$ cat src/rtl/drv8835_stepper_if_if.sv
// Command/drive bundle between motion control and the DRV8835 stepper front end.
// The bench or controller drives the master side; the front end owns the slave side.
interface drv8835_stepper_if_if;
  logic        en;
  logic        dir;
  logic        step;
  logic [15:0] CYCLE_COUNT;
  logic [15:0] DUTY_COUNT;
  logic        drv_a1;
  logic        drv_a2;
  logic        drv_b1;
  logic        drv_b2;

  modport master (
    output en, dir, step, CYCLE_COUNT, DUTY_COUNT,
    input  drv_a1, drv_a2, drv_b1, drv_b2
  );

  modport slave (
    input  en, dir, step, CYCLE_COUNT, DUTY_COUNT,
    output drv_a1, drv_a2, drv_b1, drv_b2
  );
endinterface

$ cat src/rtl/drv8835_stepper_if.sv
// Full-step (two-phase-on) sequencer for a DRV8835 in IN/IN mode, with PWM chopping
// of the coil drive. Outputs coast (all low) whenever disabled or outside the on-window.
module drv8835_stepper_if (
  input  logic                 clk,
  input  logic                 rst,
  drv8835_stepper_if_if.slave  bus
);

  logic [1:0]  phase_reg, phase_next;
  logic [15:0] cnt_reg, cnt_next;
  logic        step_prev_reg;
  // Index 0 is bridge A, index 1 is bridge B.
  logic [1:0]  x1_reg, x1_next;
  logic [1:0]  x2_reg, x2_next;

  logic        step_event;
  logic        cnt_wrap;
  logic        pwm_on;
  logic        drive;
  logic [1:0]  coil_pos;

  assign step_event = bus.en & bus.step & ~step_prev_reg;

  // >= rather than == so shrinking the period mid-count wraps immediately.
  assign cnt_wrap = (bus.CYCLE_COUNT == 16'd0) || (cnt_reg >= (bus.CYCLE_COUNT - 16'd1));
  assign pwm_on   = (cnt_reg < bus.DUTY_COUNT);
  assign drive    = bus.en & pwm_on;

  // A is positive in phases 0 and 3, B is positive in phases 0 and 1.
  assign coil_pos[0] = ~(phase_reg[1] ^ phase_reg[0]);
  assign coil_pos[1] = ~phase_reg[1];

  always_comb begin
    phase_next = phase_reg;
    if (step_event) begin
      if (bus.dir) phase_next = phase_reg - 2'd1;
      else         phase_next = phase_reg + 2'd1;
    end
  end

  always_comb begin
    cnt_next = cnt_reg + 16'd1;
    if (!bus.en || cnt_wrap) cnt_next = 16'd0;
  end

  // Exactly one of x1/x2 is high when driving, so brake is impossible.
  generate
    for (genvar gi = 0; gi < 2; gi++) begin : g_bridge
      assign x1_next[gi] = drive &  coil_pos[gi];
      assign x2_next[gi] = drive & ~coil_pos[gi];
    end
  endgenerate

  always_ff @(posedge clk or posedge rst) begin
    if (rst) begin
      phase_reg     <= 2'd0;
      cnt_reg       <= 16'd0;
      step_prev_reg <= 1'b0;
      x1_reg        <= 2'b00;
      x2_reg        <= 2'b00;
    end else begin
      phase_reg     <= phase_next;
      cnt_reg       <= cnt_next;
      step_prev_reg <= bus.step;
      x1_reg        <= x1_next;
      x2_reg        <= x2_next;
    end
  end

  assign bus.drv_a1 = x1_reg[0];
  assign bus.drv_a2 = x2_reg[0];
  assign bus.drv_b1 = x1_reg[1];
  assign bus.drv_b2 = x2_reg[1];

endmodule

$ cat src/flat_wrapper.sv
// flat-port wrapper written by rule: the top's interface ports become plain ports
module drv8835_stepper_if_flat 
  (clk, rst, bus_en, bus_dir, bus_step, bus_CYCLE_COUNT, bus_DUTY_COUNT, bus_drv_a1, bus_drv_a2, bus_drv_b1, bus_drv_b2);
  drv8835_stepper_if_if bus_i ();
  input  logic clk;
  input  logic rst;
  input wire logic [$bits(bus_i.en)-1:0] bus_en;
  input wire logic [$bits(bus_i.dir)-1:0] bus_dir;
  input wire logic [$bits(bus_i.step)-1:0] bus_step;
  input wire logic [$bits(bus_i.CYCLE_COUNT)-1:0] bus_CYCLE_COUNT;
  input wire logic [$bits(bus_i.DUTY_COUNT)-1:0] bus_DUTY_COUNT;
  output wire logic [$bits(bus_i.drv_a1)-1:0] bus_drv_a1;
  output wire logic [$bits(bus_i.drv_a2)-1:0] bus_drv_a2;
  output wire logic [$bits(bus_i.drv_b1)-1:0] bus_drv_b1;
  output wire logic [$bits(bus_i.drv_b2)-1:0] bus_drv_b2;
  assign bus_i.en = bus_en;
  assign bus_i.dir = bus_dir;
  assign bus_i.step = bus_step;
  assign bus_i.CYCLE_COUNT = bus_CYCLE_COUNT;
  assign bus_i.DUTY_COUNT = bus_DUTY_COUNT;
  assign bus_drv_a1 = bus_i.drv_a1;
  assign bus_drv_a2 = bus_i.drv_a2;
  assign bus_drv_b1 = bus_i.drv_b1;
  assign bus_drv_b2 = bus_i.drv_b2;
  drv8835_stepper_if u_core (.clk(clk), .rst(rst), .bus(bus_i));
endmodule
$ cat config.mk
export PLATFORM = sky130hd
export DESIGN_NAME = drv8835_stepper_if_flat
export DESIGN_NICKNAME = d
export VERILOG_FILES = /design/src/rtl/drv8835_stepper_if_if.sv /design/src/rtl/drv8835_stepper_if.sv /design/src/flat_wrapper.sv
export SDC_FILE = /design/constraint.sdc
export NUM_CORES = 1
export LEC_CHECK = 0
export ABC_AREA = 1
export CELL_PAD_IN_SITES_DETAIL_PLACEMENT = 1
export CELL_PAD_IN_SITES_GLOBAL_PLACEMENT = 1
export CORE_ASPECT_RATIO = 1.1
export CORE_MARGIN = 5
export CORE_UTILIZATION = 39
export CTS_BUF_LIST = sky130_fd_sc_hd__clkbuf_4
export DETAILED_ROUTE_END_ITERATION = 8
export PLACE_DENSITY_LB_ADDON = 0.2
export SYNTH_ARGS = -nofsm -noshare
export SYNTH_HDL_FRONTEND = slang
export SYNTH_SLANG_ARGS = --single-unit
$ cat constraint.sdc
create_clock -name clk -period 2.3 [get_ports clk]
set_input_delay 0.69 -clock clk [delete_from_list [all_inputs] [get_ports clk]]
set_output_delay 0.69 -clock clk [all_outputs]
set_load 0.005 [all_outputs]
==> impl_metrics.csv, run 1 <==
group,metric,value,unit
sta,post-route-period-util,109,%
critical_path,critPathRequiredTime,2530,ps
cells_and_area,fin_cells,446,
cells_and_area,fin_util,60.0,%
grt,overflow,0,
hold_path,hp-class,"register to register",
job,drv.max_cap_violation_count,0,
power_and_ir_drop,power_density,346,nW/µm²
sta,setup_total_negative_slack,-3150,ps
cells_and_area,number_of_flip_flops_in_the_largest_register,16,
clock_network,cts.root.buffer_cell,"clkbuf_4",
detailed_routing,antenna_violating_nets_remaining,0,
cells_and_area,antennaDiodeCount,0,
synth,synth-seq-cells,23,
clock_network,cts_buffer_depth,2,
cells_and_area,seq_area,576,µm²
synth,postSynthNetCount,362,
clock_network,clock-sinks,23,
power_and_ir_drop,fin_total_pwr,1.11,mW
critical_path,critical_path.endpoint_type,"register",
detailed_routing,detail_route.wirelength,6790,µm
synth,synth-edff-count,0,
outcome,violated_checks,"setup timing",
sta,worstMarginPinSlew,345,ps
grt,pin_count_of_the_biggest_net_entering_global_routing,24,
sta,finalSetupViolations,16,
power_and_ir_drop,total_leakage_power,1.56,nW
detailed_routing,vias,2229,
placed_design,dpl_cell_area,2870,µm²
floorplanning,std_cell_rows,28,
floorplanning,io-pin-count,41,
cells_and_area,finalInstanceArea,3200,µm²
synth,synth-seq-area-share,27.1,%
sta,setup_repair_after_global_routing_missed_its_margin,"true",
critical_path,crit_path_start_kind,"input pin",
detailed_routing,drcViolationCount,0,
synth,synth_most_common_cell,"nand2_1",
placed_design,final_weighted_congestion_in_routability_driven_placement,0.761,
grt,number_of_global_route_vias_before_repair,2480,
cells_and_area,multiInputGateArea,1610,µm²
cells_and_area,nFillCells,648,
power_and_ir_drop,irDropWorstVdd,219,µV
critical_path,worst_setup_path_category,"input pin to register",
synth,synth-compound-area-share,4.60,%
detailed_routing,met3_length,197,µm
synth,synth-xor-area-share,10.7,%
sta,finalMaxSlewViolations,0,
synth,share_of_flip_flops_with_an_asynchronous_set_or_reset,100,%
detailed_routing,firstDrtPassIters,4,
placed_design,place.port_buffers,40,
grt,antenna_found_initial,0,
floorplanning,die_h,87.4,µm
synth,syn_area_per_cell,7.27,µm²
synth,synth_simple_gate_area_share,28.2,%
placed_design,placed_wire_length_estimate,4640,µm
floorplanning,floorplan.die.width,80.4,µm
sta,period_needed,2510,ps
floorplanning,initial_core_util,39.9,%
detailed_routing,first_iter_violations,89,
synth,post_synth_fa_ha_maj_area_fraction,19.4,%
sta,finalHoldViolations,0,
synth,syn-instance-count,292,
clock_network,cts.clk_slew.worst_paths,150,ps
detailed_routing,highest_layer,"met4",
cells_and_area,fraction_of_layout_instances_using_a_drive_strength_above_1,27.8,%
synth,synth_common_cells,"nand2_1 (60), inv_1 (53), nor2_1 (39), ha_1 (33), dfrtp_1 (23)",
sta,worst_slew_margin_rel,76.8,%
synth,synth_top_family_by_area,"simple AND/OR/NAND/NOR gates",
detailed_routing,via_per_inst,5.00,
clock_network,cts_tree,"yes",
clock_network,insertion_delay_of_the_later_clocked_pin_in_the_worst_skew_pair,340,ps
synth,count_of_unique_library_cells_instantiated_by_yosys,21,
synth,synthDominantAreaCellType,"dfrtp_1",
detailed_routing,drt-met1-wl,2570,µm
floorplanning,die_area,7020,µm²
grt,grt_first_pass_wirelength,11200,µm
placed_design,detailedPlace.worstSlack,-939,ps
synth,yosysWarningCount,0,
clock_network,ctsHtreeMaxLevel,1,
sta,fmax,399,MHz
synth,ys_top_cells_by_area,"dfrtp_1 (27%), ha_1 (19%), nand2_1 (11%)",
sta,worst_slack_setup_final,-208,ps
synth,yosys-mux-area-fraction,0,%
clock_network,tritoncts_buffers,3,
cells_and_area,num-nets-final,442,
sta,clock_skew,10.2,ps
critical_path,critPathMaxFanout,8,
critical_path,worst_ep_arrival_time,2740,ps
synth,syn_area,2120,µm²
placed_design,placed_cells,432,
floorplanning,fp.coreArea,5330,µm²
detailed_routing,routed_wire_length_per_instance,15.2,µm
detailed_routing,met2RoutedLength,3880,µm
outcome,outcome,"complete, but fails checks",
synth,postSynth.topFlopCell,"dfrtp_1",
sta,whs,515,ps
cells_and_area,area_delta_synth_final,50.5,%
grt,groute.usage.overall,20.3,%
synth,synth_top_cell_area_share,27.1,%
layout by cell type (no fill, tap or decap), types with 10 or more instances in the layout:
cell type        count
buf_4               32
clkdlybuf4s50_1     26
inv_1               45
xnor2_1             11
xor2_1              15
nand3_1             11
nand2_1             53
nor2_4              20
dfrtp_1             23
a21oi_1             10
nor2_1              19
ha_1                30
path summary, 6_finish.rpt:
kind | from | endpoint | slack [ps] | cells past startpoint
setup / recovery | bus_CYCLE_COUNT[1] | u_core.cnt_reg[9] | -210 | 17
hold / removal | u_core.phase_reg[0] | u_core.phase_reg[0] | 510 | 1
setup reg to reg | u_core.cnt_reg[0] | u_core.cnt_reg[9] | 390 | 12
hold reg to reg | u_core.phase_reg[0] | u_core.phase_reg[0] | 510 | 1
max in group asynchronous | rst | u_core.cnt_reg[15] | 1390 | 3
min in group asynchronous | rst | u_core.x1_reg[1] | 670 | 3
timing repair:
action                                  CTS  global route
hold buffers                              0             0
pin swaps                                32            16
setup buffers                            10             1
endpoints found under the setup margin   16            16
gates cloned                              1             0
resized for setup                        87            24
logic make-up after synthesis:
group,count (synthesis)
AND/OR/NAND/NOR,137
AO/OA/AOI/OAI,19
XOR/XNOR,26
buffers and inverters,54
flip-flops,23
adder cells (fa/ha/maj),33
final cells by class:
| cell class | count | share of cell area [%] |
|---|---|---|
| clock buffers | 3 | 0.705 |
| clock inverters | 1 | 0.235 |
| inverters | 53 | 6.38 |
| multi-input cells | 215 | 50.4 |
| flip-flops and latches | 23 | 18.0 |
| well taps | 75 | 2.94 |
| repair buffers | 76 | 21.4 |
worst max-delay path, stage by stage:
cell	delay (ps)
buf_8	100
nor2_4	90
nand2_2	70
nor2_4	160
nand3_4	100
nor2_4	150
buf_4	130
nand3_1	60
nand2_1	80
inv_2	50
ha_4	270
nand2_4	60
nor4_4	290
a21oi_2	80
nand2_2	130
buf_12	160
nor2_2	40
report_power, final:
| part | internal [mW] | switching (mW) |
|---|---|---|
| combinational | 0.219 | 0.196 |
| clock | 0.0668 | 0.144 |
| sequential | 0.450 | 0.0301 |
| total | 0.736 | 0.370 |
routing by layer:
metal,global-route usage [%],vias to the layer above
met4,7.37,0
met5,0,-
met3,1.55,17
met1,21.3,1085
li1,-,1079
met2,41.0,48
Power figures use the tool's default switching activity.
==> inputs of run 2 (changes only) <==
--- a/config.mk
+++ b/config.mk
@@ -12,8 +12,10 @@
 export CORE_MARGIN = 5
 export CORE_UTILIZATION = 39
 export CTS_BUF_LIST = sky130_fd_sc_hd__clkbuf_4
+export CTS_CLUSTER_DIAMETER = 30
 export DETAILED_ROUTE_END_ITERATION = 8
 export PLACE_DENSITY_LB_ADDON = 0.2
+export SLEW_MARGIN = 20
 export SYNTH_ARGS = -nofsm -noshare
 export SYNTH_HDL_FRONTEND = slang
 export SYNTH_SLANG_ARGS = --single-unit
==> results of run 2 <==
The final DEF is identical to that of run 1; final timing and power are the same.
